File: config.mk
export PLATFORM = sky130hd
export DESIGN_NAME = debounce_scan_ctrl
export DESIGN_NICKNAME = d
export VERILOG_FILES = /design/src/rtl/debounce_scan_ctrl.sv
export SDC_FILE = /design/constraint.sdc
export NUM_CORES = 1
export LEC_CHECK = 0
export BUFFER_PORTS_ARGS = -buffer_cell sky130_fd_sc_hd__buf_2
export CAP_MARGIN = 0
export CORE_MARGIN = 5
export CORE_UTILIZATION = 35
export DETAILED_ROUTE_END_ITERATION = 8
export GPL_ROUTABILITY_DRIVEN = 0
export GPL_TIMING_DRIVEN = 0
export PLACE_DENSITY = 0.61
export SYNTH_ARGS = -nofsm -noshare
export SYNTH_HDL_FRONTEND = slang
export SYNTH_SLANG_ARGS = --single-unit
File: constraint.sdc
create_clock -name clk -period 4.31 [get_ports clk]
set_input_delay 0.431 -clock clk [delete_from_list [all_inputs] [get_ports clk]]
set_output_delay 0.431 -clock clk [all_outputs]
set_load 0.05 [all_outputs]
File: src/rtl/debounce_scan_ctrl.sv
// debounce_scan_ctrl: tick-sampled multi-channel debouncer with a
// per-channel pending store and round-robin valid/ready event port.
module debounce_scan_ctrl #(
  parameter int N_CH       = 4,
  parameter int TICK_DIV   = 10,
  parameter int STABLE_CNT = 10,
  parameter int CH_W       = $clog2(N_CH)
) (
  input  logic            clk,
  input  logic            rst,
  input  logic            en,
  input  logic [N_CH-1:0] ch_mask,
  input  logic [N_CH-1:0] noisy_in,
  output logic [N_CH-1:0] db_out,
  output logic            evt_valid,
  input  logic            evt_ready,
  output logic [CH_W-1:0] evt_ch,
  output logic            evt_level,
  output logic            evt_ovf
);
  localparam int PW = $clog2(TICK_DIV);
  localparam int CW = $clog2(STABLE_CNT + 1);

  localparam logic [1:0] STABLE_LO = 2'd0;
  localparam logic [1:0] CHK_HI    = 2'd1;
  localparam logic [1:0] STABLE_HI = 2'd2;
  localparam logic [1:0] CHK_LO    = 2'd3;

  logic [PW-1:0]   presc_q, presc_d;
  logic [N_CH-1:0] sync1_q, sync1_d;
  logic [N_CH-1:0] sync2_q, sync2_d;
  logic [1:0]      st_q [N_CH];
  logic [1:0]      st_d [N_CH];
  logic [CW-1:0]   cnt_q [N_CH];
  logic [CW-1:0]   cnt_d [N_CH];
  logic [N_CH-1:0] db_q, db_d;
  logic [N_CH-1:0] pend_q, pend_d;
  logic [N_CH-1:0] plvl_q, plvl_d;
  logic            vld_q, vld_d;
  logic [CH_W-1:0] ch_q, ch_d;
  logic            lvl_q, lvl_d;
  logic            ovf_q, ovf_d;
  logic [CH_W-1:0] last_q, last_d;

  logic            tick;
  logic [N_CH-1:0] acc;
  logic [N_CH-1:0] clr;
  logic            hit;
  logic [CH_W-1:0] grant;

  always_comb begin
    tick    = en && (presc_q == PW'(TICK_DIV - 1));
    presc_d = (!en || tick) ? '0 : presc_q + PW'(1);
    sync1_d = noisy_in;
    sync2_d = sync1_q;
  end

  always_comb begin
    db_d = db_q;
    acc  = '0;
    for (int c = 0; c < N_CH; c++) begin
      st_d[c]  = st_q[c];
      cnt_d[c] = cnt_q[c];
      if (!ch_mask[c]) begin
        st_d[c]  = db_q[c] ? STABLE_HI : STABLE_LO;
        cnt_d[c] = '0;
      end else if (tick) begin
        unique case (st_q[c])
          STABLE_LO: if (sync2_q[c]) begin
            st_d[c]  = CHK_HI;
            cnt_d[c] = CW'(1);
          end
          CHK_HI: if (!sync2_q[c]) begin
            st_d[c]  = STABLE_LO;
            cnt_d[c] = '0;
          end else if (cnt_q[c] == CW'(STABLE_CNT - 1)) begin
            st_d[c]  = STABLE_HI;
            cnt_d[c] = '0;
            db_d[c]  = 1'b1;
            acc[c]   = 1'b1;
          end else begin
            cnt_d[c] = cnt_q[c] + CW'(1);
          end
          STABLE_HI: if (!sync2_q[c]) begin
            st_d[c]  = CHK_LO;
            cnt_d[c] = CW'(1);
          end
          CHK_LO: if (sync2_q[c]) begin
            st_d[c]  = STABLE_HI;
            cnt_d[c] = '0;
          end else if (cnt_q[c] == CW'(STABLE_CNT - 1)) begin
            st_d[c]  = STABLE_LO;
            cnt_d[c] = '0;
            db_d[c]  = 1'b0;
            acc[c]   = 1'b1;
          end else begin
            cnt_d[c] = cnt_q[c] + CW'(1);
          end
          default: begin
            st_d[c]  = STABLE_LO;
            cnt_d[c] = '0;
          end
        endcase
      end
    end
  end

  // Round-robin search starting one past the last grant.
  always_comb begin : arb
    int idx;
    logic [CH_W-1:0] cand;
    hit   = 1'b0;
    grant = '0;
    for (int i = 0; i < N_CH; i++) begin
      idx  = (int'(last_q) + 1 + i) % N_CH;
      cand = CH_W'(idx);
      if (!hit && pend_q[cand]) begin
        hit   = 1'b1;
        grant = cand;
      end
    end
  end

  always_comb begin
    vld_d  = vld_q;
    ch_d   = ch_q;
    lvl_d  = lvl_q;
    last_d = last_q;
    clr    = '0;
    if (!vld_q || evt_ready) begin
      vld_d = hit;
      if (hit) begin
        ch_d       = grant;
        lvl_d      = plvl_q[grant];
        last_d     = grant;
        clr[grant] = 1'b1;
      end
    end
    pend_d = (pend_q & ~clr) | acc;
    plvl_d = (acc & db_d) | (~acc & plvl_q);
    ovf_d  = |(pend_q & ~clr & acc);
  end

  always_ff @(posedge clk) begin
    if (rst) begin
      presc_q <= '0;
      sync1_q <= '0;
      sync2_q <= '0;
      db_q    <= '0;
      pend_q  <= '0;
      plvl_q  <= '0;
      vld_q   <= 1'b0;
      ch_q    <= '0;
      lvl_q   <= 1'b0;
      ovf_q   <= 1'b0;
      last_q  <= CH_W'(N_CH - 1);
      for (int c = 0; c < N_CH; c++) begin
        st_q[c]  <= STABLE_LO;
        cnt_q[c] <= '0;
      end
    end else begin
      presc_q <= presc_d;
      sync1_q <= sync1_d;
      sync2_q <= sync2_d;
      db_q    <= db_d;
      pend_q  <= pend_d;
      plvl_q  <= plvl_d;
      vld_q   <= vld_d;
      ch_q    <= ch_d;
      lvl_q   <= lvl_d;
      ovf_q   <= ovf_d;
      last_q  <= last_d;
      for (int c = 0; c < N_CH; c++) begin
        st_q[c]  <= st_d[c];
        cnt_q[c] <= cnt_d[c];
      end
    end
  end

  assign db_out    = db_q;
  assign evt_valid = vld_q;
  assign evt_ch    = ch_q;
  assign evt_level = lvl_q;
  assign evt_ovf   = ovf_q;

endmodule

======== After elaboration in Yosys (flattened, before gate mapping) ========
Memory sizes are Yosys's and may differ from the RTL's.
Cells that the tools add are included.
Widths: inputs -> output; s select.
word-level totals
  register bits ........................... 31
  RAM bits ................................ 24
  output and inout bits ................... 9
  logic and storage cells ................. 237
  memories ................................ 2
memories
  memory  depth  bits a word  read ports  clocked after Yosys merged registers in  wr ports  line  RTL
  cnt_q   4      4            4           0                                        4         34    logic [CW-1:0] cnt_q [N_CH];
  st_q    4      2            4           0                                        4         32    logic [1:0] st_q [N_CH];
cells by class
  add/subtract/negate cells ............... 9
  $lt $le $gt $ge ......................... 6
  equality and inequality tests ........... 17
  multiplexer cells ....................... 157
  bitwise operators ....................... 16
  reductions and logical operators ........ 19
operators by type and width
  kind                 count
  $mux 4               34
  $mux 2               44
  $pmux 4 s4           4
  $mux 1               57
  $pmux 2 s4           4
  $add 4x1->4 const B  5
  $eq 4x4->1 const B   5
  $and 4x4->4          4
  $eq 2x2->1 const B   8
  $pmux 1 s2           8
  $lt 2x3->1 const B   5
  $bmux 1 s2           5
  $eq 2x1->1 const B   4
  $logic_not 2->1      4
  $not 4->4            2
  $or 1x1->1           8
  $or 4x4->4           2
  $add 2x2->2 const B  3
  $logic_and 1x1->1    5
  $logic_not 1->1      5
  $reduce_or 4->1      1
  $add 2x1->2 const B  1
  $demux 1 s2          1
  $ge 2x1->1 const B   1
  3 further kinds      4

======== Depth between registers and ports, before layout ========
Gate-level depths: netlist of run 1.
  depth in word-level cells ............... 23
  gate-level depth with buffers ........... 9

======== Worst setup path before layout of run 1 ========
Ideal clock, no wire load.
  kind .................................... register to register
  start ................................... reg presc_q[0]
  end ..................................... mem cnt_q[3][3] (netlist bit)
  library setup time ...................... 0.070 ns
  data arrival time ....................... 1.641 ns
  required time ........................... 4.240 ns
  slack ................................... 2.599 ns
  stages on the path, launching flop included .. 7
  path buffers ............................ 1
  period minus slack after synthesis ...... 1.711 ns
  cell sequence ........................... dfxtp_1 > ha_1 > and4b_1 > buf_4 > o311ai_2 > or4_1 > a21oi_1
RTL lines
  what                      line  RTL
  start: declaration        29    logic [PW-1:0] presc_q, presc_d;
  start signal: assignment  162   presc_q <= presc_d;
  end: declaration          34

======== Final worst setup path of run 1 ========
  start ................................... reg presc_q[0]
  end ..................................... reg ovf_q (netlist: evt_ovf)
on the way
  longest elaborated chain between the ends .. 6
  elaborated cells between the ends (all ways) .. 12
  classes of those cells .................. 1 x eq/ne; 8 x mux; 1 x bitwise; 2 x reduce/logical
ends and longest elaborated chain
  what                    line  RTL
  $eq 4x4->1 (*)          52    tick = en && (presc_q == PW'(TICK_DIV - 1));
  $logic_and 1x1->1 (*)   52
  $mux 1                  67    end else if (tick) begin
  $mux 1                  64    if (!ch_mask[c]) begin
  $and 4x4->4 (*)         141   ovf_d = |(pend_q & ~clr & acc);
  $reduce_or 4->1 (*)     141
  end signal: assignment  171   ovf_q <= ovf_d;
  end: declaration        42    logic ovf_q, ovf_d;
Every way passes the cells marked *; elsewhere a longest branch is shown, timed or not.
A chain may end at the register's enable or synchronous reset.

==> results of run 1 <==
placed cells by master, fill, tap and decap left out, types with 7 or more instances in the layout:
cell / Yosys / layout
dfxtp_1: 55 / 55
nand2_1: 14 / 14
a21oi_1: 28 / 28
nor3_1: 8 / 8
nand3_1: 10 / 10
mux2i_1: 7 / 7
inv_1: 19 / 19
nor2_1: 37 / 37
o21ai_0: 15 / 15
nor2b_1: 13 / 13
ha_1: 19 / 19
buf_2: 2 / 21
nand2b_1: 9 / 9
state kept, by name, indices dropped and copies added (netlist names), named ones only:
register and count:
sync1_q 4, sync2_q 4, presc_q 4, evt_ovf 1, cnt_q 16, last_q 2, evt_level 1, db_out 4
pend_q 4, evt_valid 1, evt_ch 2, st_q 8
final timing paths:
check         startpoint         end  cells past startpoint
max           presc_q[0]     evt_ovf                      6
min          noisy_in[3]  sync1_q[3]                      2
max reg2reg   presc_q[0]     evt_ovf                      6
min reg2reg   sync1_q[2]  sync2_q[2]                      1
per-stage QoR:
stage	std cells	hold slack [ns]	cell area (um2)
2_1_floorplan	330	0.414	2850
3_3_place_gp	454	0.419	3080
3_5_place_dp	454	0.420	3080
4_1_cts	462	0.324	3190
5_1_grt	462	0.320	3190
6_report	462	0.328	3190
synth_stat cells (all sizes together) (4+ instances only):
cell    count
nand4       5
o211ai      4
xor2        4
a41oi       4
a21o        6
or2         4
a21oi      28
nor2       37
nor3        8
o21ai      17
ha         19
nor4        6
nand2b      9
nand3b      6
clkbuf      5
buf         4
nor2b      13
dfxtp      55
mux2i       7
nand3      10
inv        19
a311oi      5
nand2      14
kinds of logic after synthesis:
logic type,share of synthesized area
AO/OA/AOI/OAI,0.206
flip-flops,0.386
multiplexers,0.0285
buffers and inverters,0.0404
adder cells (fa/ha/maj),0.0833
XOR/XNOR,0.0154
AND/OR/NAND/NOR,0.240
worst max-delay path: stages, from the launching register on:
cell,delay [ns]
dfxtp_1,0.39
ha_1,0.20
nand4b_1,0.40
nor2_1,0.45
and4_1,0.24
o21ai_0,0.08
a41oi_1,0.21
metal layers:
layer	up-vias	routed length [um]	global-route usage
met4	0	73	0.0466
met1	1169	2780	0.152
met5	-	0	0
met2	27	2790	0.210
li1	1249	-	-
met3	6	184	0.0264
power by group through the flow:
stage / combinational, mW / clock (mW) / sequential (mW)
after global routing: 0.0391 / 0.377 / 0.519
final: 0.0347 / 0.344 / 0.518
after global placement: 0.0348 / 0 / 0.530
after detailed placement: 0.0351 / 0 / 0.530
after CTS: 0.0352 / 0.357 / 0.518
after floorplan: 0.0213 / 0 / 0.529
cell type report:
| cell class | count | area (um2) |
|---|---|---|
| Timing Repair Buffer | 19 | 95.1 |
| Multi-Input combinational cell | 247 | 1640 |
| Sequential cell | 55 | 1100 |
| Clock inverter | 3 | 43.8 |
| Buffer | 9 | 43.8 |
| Clock buffer | 5 | 68.8 |
| Tap cell | 105 | 131 |
| Fill cell | 878 | 4900 |
| Inverter | 19 | 71.3 |
==> run summary, run 1 <==
Outcome: completed
Core area: 8090 um2
Syn nets: 361
Max_slew headroom: 0.666
Dpl ws: 2.26 ns
Hpwl dp: 4.32 mm
Crit Path Class: reg -> reg
Drt pass-1 iters: 4
Die area: 10100 um2
Post-CTS resize count: 0
CP Data Required Time: 4.53 ns
Register bit total from synthesis: 55
Clk sinks: 55
Synth cell types: 53
Final Util: 0.394
Detailed-route via count: 2451
RSZ-0062 raised after global routing: false
Max Cap Viol: 0
Tot Pwr: 0.897 mW
# DRC: 0
Predominant post-synthesis flop cell: dfxtp_1
Power Density: 281 nW/um2
Clock Path Buffers: 2
Gr usage total: 0.123
Switching share of power: 0.220
CP endpoint kind: flip-flop
R2R setup slack: 2.25 ns
Initial core utilization: 0.353
Fin. Hold Viols: 0
Net Sw Power: 0.197 mW
Mapped Area: 2850 um2
Internal power: 0.700 mW
Vias per cell: 5.31
H-tree Lvls: 2
YS warnings: 0
Die W: 100 um
Crit-path max FO: 9
Rows: 33
Final worst slack: 2.25 ns
Clock share of power: 0.384
EDFF count, synth: 0
Final period util: 0.477
Die height: 100 um
Clock skew: 0.0116 ns
Count of pins over their slew limit: 0
Sum Neg Setup Slack: 0 ns
Global-route wire length before repair: 10.2 mm
Hold-fix buffers at CTS: 0
Initial antenna violation count: 0
Mean Syn Cell Area: 8.64 um2
Peak supply drop: 0.000201 V
Ant diodes: 0
Setup crit start kind: flip-flop
Area growth syn-to-layout: 11.9%
Setup Fix Bufs, Post-CTS: 0
Ports: 21
Leading area contributor after synthesis: dfxtp_1
Largest cells by area after synthesis: dfxtp_1 39%, ha_1 8.3%, a21oi_1 4.9%
Post-synth top area share: 0.386
Final setup vio count: 0
Worst-Margin Slew: 0.501 ns
I/O Buffers: 19
Routed WL: 5.84 mm
Worst-path clk slew: 0.10 ns
Logic pwr share: 0.039
Min-Delay Path Class: in -> reg
Share of cells above drive strength 1: 0.104
Vias in the first global route: 2293
DR iter-0 viols: 91
Async set-or-reset flop fraction in the synthesized netlist: 0
Nets@finish: 387
WL per Instance: 12.6 um
Syn Inst Count: 330
Global route overflow: 0
Clk_lat worst skew: 0.31 ns
Pin count of the biggest net entering global routing: 18
Leakage power: 1.21 nW
Worst EP arrival: 2.28 ns
Final ANT Viol Nets: 0
CTS tree: yes
Peak Freq: 0.487 GHz
Sequential share of the synthesized area: 0.386
Seq pwr share: 0.578
Clk root buf: clkbuf_8
Num CTS Buffers: 5
Min cycle time layout: 2.06 ns
Note: power is estimated with default switching activity, not from simulation.
==> run 2, diff against run 1 <==
==> constraint.sdc (replaced) <==
create_clock -name clk -period 2.1 [get_ports clk]
set_input_delay 0.21 -clock clk [delete_from_list [all_inputs] [get_ports clk]]
set_output_delay 0.21 -clock clk [all_outputs]
set_load 0.05 [all_outputs]
==> run 2 against run 1 <==
  * Sequential cell count did not move
  * Register-to-register slack got worse by 2.1 ns
  * Die area did not move
  * Final area rose by 0.90%
  * Largest power group unchanged
==> run summary, run 2 (synthesized netlist as in run 1, its figures left out) <==
Commonest cells after routing, fill and taps aside: 55 x dfxtp_1, 34 x nor2_1, 28 x a21oi_1
CP most frequent cell: buf_4
Gr usage total: 0.123 (unchanged)
Design Area, Final: 3220 um2 (+0.90%)
Clk_lat worst skew: 0.31 ns (about the same)
DRT met1 WL: 2.82 mm (+1.4%)
Final worst slack: 0.145 ns (-2.11 ns)
Die area: 10100 um2 (unchanged)
Clock Path Buffers: 2 (unchanged)
Core area: 8090 um2 (unchanged)
Setup crit start kind: flip-flop
Fill cells: 870 (-0.91%)
Global route overflow: 0 (unchanged)
CP endpoint kind: flip-flop
Worst EP arrival: 2.17 ns (-0.11 ns)
Hpwl dp: 4.32 mm (unchanged)
Hold Path Stages: 2 (unchanged)
Vias in the first global route: 2293 (unchanged)
Nets@finish: 389 (+0.52%)
RSZ-0062 raised after global routing: true
Drt pass-1 iters: 4 (unchanged)
Slowest stage cell, crit path: dfxtp_1
Area growth syn-to-layout: 12.9%
Die height: 100 um (unchanged)
H-tree Lvls: 2 (unchanged)
Tot Pwr: 1.84 mW (+110%)
Largest reg by FF count: cnt_q
Max_slew headroom: 0.666 (about the same)
Crit-path max FO: 10 (+1)
Sum Neg Setup Slack: 0 ns (unchanged)
Power Density: 573 nW/um2 (+100%)
Ports: 21 (unchanged)
Hold-fix buffers at CTS: 0 (unchanged)
CP Data Required Time: 2.32 ns (-2.21 ns)
Num CTS Buffers: 5 (unchanged)
Met3 wire len: 174 um (-5.4%)
Path depth of the worst reg2reg path: 8 (+2)
Peak supply drop: 0.000414 V (+110%)
Pin count of the biggest net entering global routing: 18 (unchanged)
Min-Delay Path Class: in -> reg
Met2 WL: 2.79 mm (-0.14%)
Max FFs per register: 16 (unchanged)
Dpl ws: 0.0472 ns (-2.21 ns)
Top Layer Used: met4
Crit Path Class: reg -> reg
Worst-path clk slew: 0.11 ns (about the same)
Final setup vio count: 0 (unchanged)
# DRC: 0 (unchanged)
Worst path max stage delay: 0.39 ns (-0.06 ns)
Routed WL: 5.85 mm (+0.33%)
Top Registers: cnt_q x16, st_q x8
Worst-Margin Slew: 0.501 ns (+0.0000451 ns)
CP cell instances: ha_1, and4b_1, buf_4, buf_4, nand3_1, nor2_2, o211ai_1, a41oi_1
Count of pins over their slew limit: 0 (unchanged)
Register area: 1100 um2 (unchanged)
Final ANT Viol Nets: 0 (unchanged)
Leakage power: 1.22 nW (+0.82%)
Final period util: 0.931 (+0.454)
Detailed-route via count: 2448 (-0.12%)
Peak Freq: 0.512 GHz (+5.2%)
Die W: 100 um (unchanged)
Fin. Hold Viols: 0 (unchanged)
Vias per cell: 5.28 (-0.55%)
Min cycle time layout: 1.95 ns (-0.101 ns)
Most common cell after layout, fill and taps aside: dfxtp_1
Share of cells above drive strength 1: 0.120 (+0.0161)
Global-route wire length before repair: 10.2 mm (unchanged)
Max Cap Viol: 0 (unchanged)
Clock skew: 0.0135 ns (+0.00196 ns)
Rows: 33 (unchanged)
Clk root buf: clkbuf_8
Ant diodes: 0 (unchanged)
Area of the multi-input gates: 1650 um2 (+0.84%)
Initial core utilization: 0.353 (unchanged)
CTS tree: yes
DR iter-0 viols: 102 (+12%)
Clk sinks: 55 (unchanged)
Placed cell area: 3080 um2 (unchanged)
Outcome: completed
Initial antenna violation count: 0 (unchanged)
I/O Buffers: 19 (unchanged)
WL per Instance: 12.6 um (-0.11%)
[run 2: cell types whose count changed in the layout (fill, tap and decap cells not counted)]
cell / change
nor2_2: +3
buf_4: +2
nor2_1: -3
nor4b_2: +1
nor4b_1: -1
[run 2: cell type report]
class / count / area share
clock buffers: 5 / 0.0214
flip-flops and latches: 55 / 0.342
clock inverters: 3 / 0.0136
multi-input cells: 247 / 0.512
well taps: 105 / 0.0408
plain buffers: 9 / 0.0136
repair buffers: 21 / 0.0342
inverters: 19 / 0.0221
[run 2: layer usage]
metal | vias to the layer above | global-route usage
li1 | 1254 | -
met1 | 1156 | 0.152
met2 | 32 | 0.210
met3 | 6 | 0.0264
met4 | 0 | 0.0466
met5 | - | 0
[run 2: through the flow]
step / std cells / hold slack (ns) / utilization
after global routing: 464 / 0.0994 / 0.398
after CTS: 462 / 0.103 / 0.394
after floorplan: 330 / 0.319 / -
after global placement: 454 / 0.419 / 0.380
after detailed placement: 454 / 0.420 / 0.380
final: 464 / 0.105 / 0.398
[run 2: worst paths after layout]
check / start / endpoint / slack [ns]
setup / recovery: presc_q[0] / evt_ovf / 0.15
hold / removal: noisy_in[3] / sync1_q[3] / 0.10
setup reg to reg: presc_q[0] / evt_ovf / 0.15
hold reg to reg: sync1_q[2] / sync2_q[2] / 0.44
[run 2: power by group]
part / switching [mW] / internal [mW]
Sequential: 0.00999 / 1.05
Combinational: 0.0442 / 0.0274
Clock: 0.353 / 0.356
Total: 0.407 / 1.44
[run 2: repair_timing]
item,4_1_cts,5_1_grt
buffers inserted,0,2
resized for setup,0,4
setup endpoints to repair,0,4
[run 2: critical path: cells and delay by family, from the launching register on]
kind / cells / cell delay, ns
flip-flops: 1 / 0.39
AND/OR/NAND/NOR: 3 / 0.51
buffers and inverters: 2 / 0.39
AO/OA/AOI/OAI: 2 / 0.37
adder cells (fa/ha/maj): 1 / 0.20
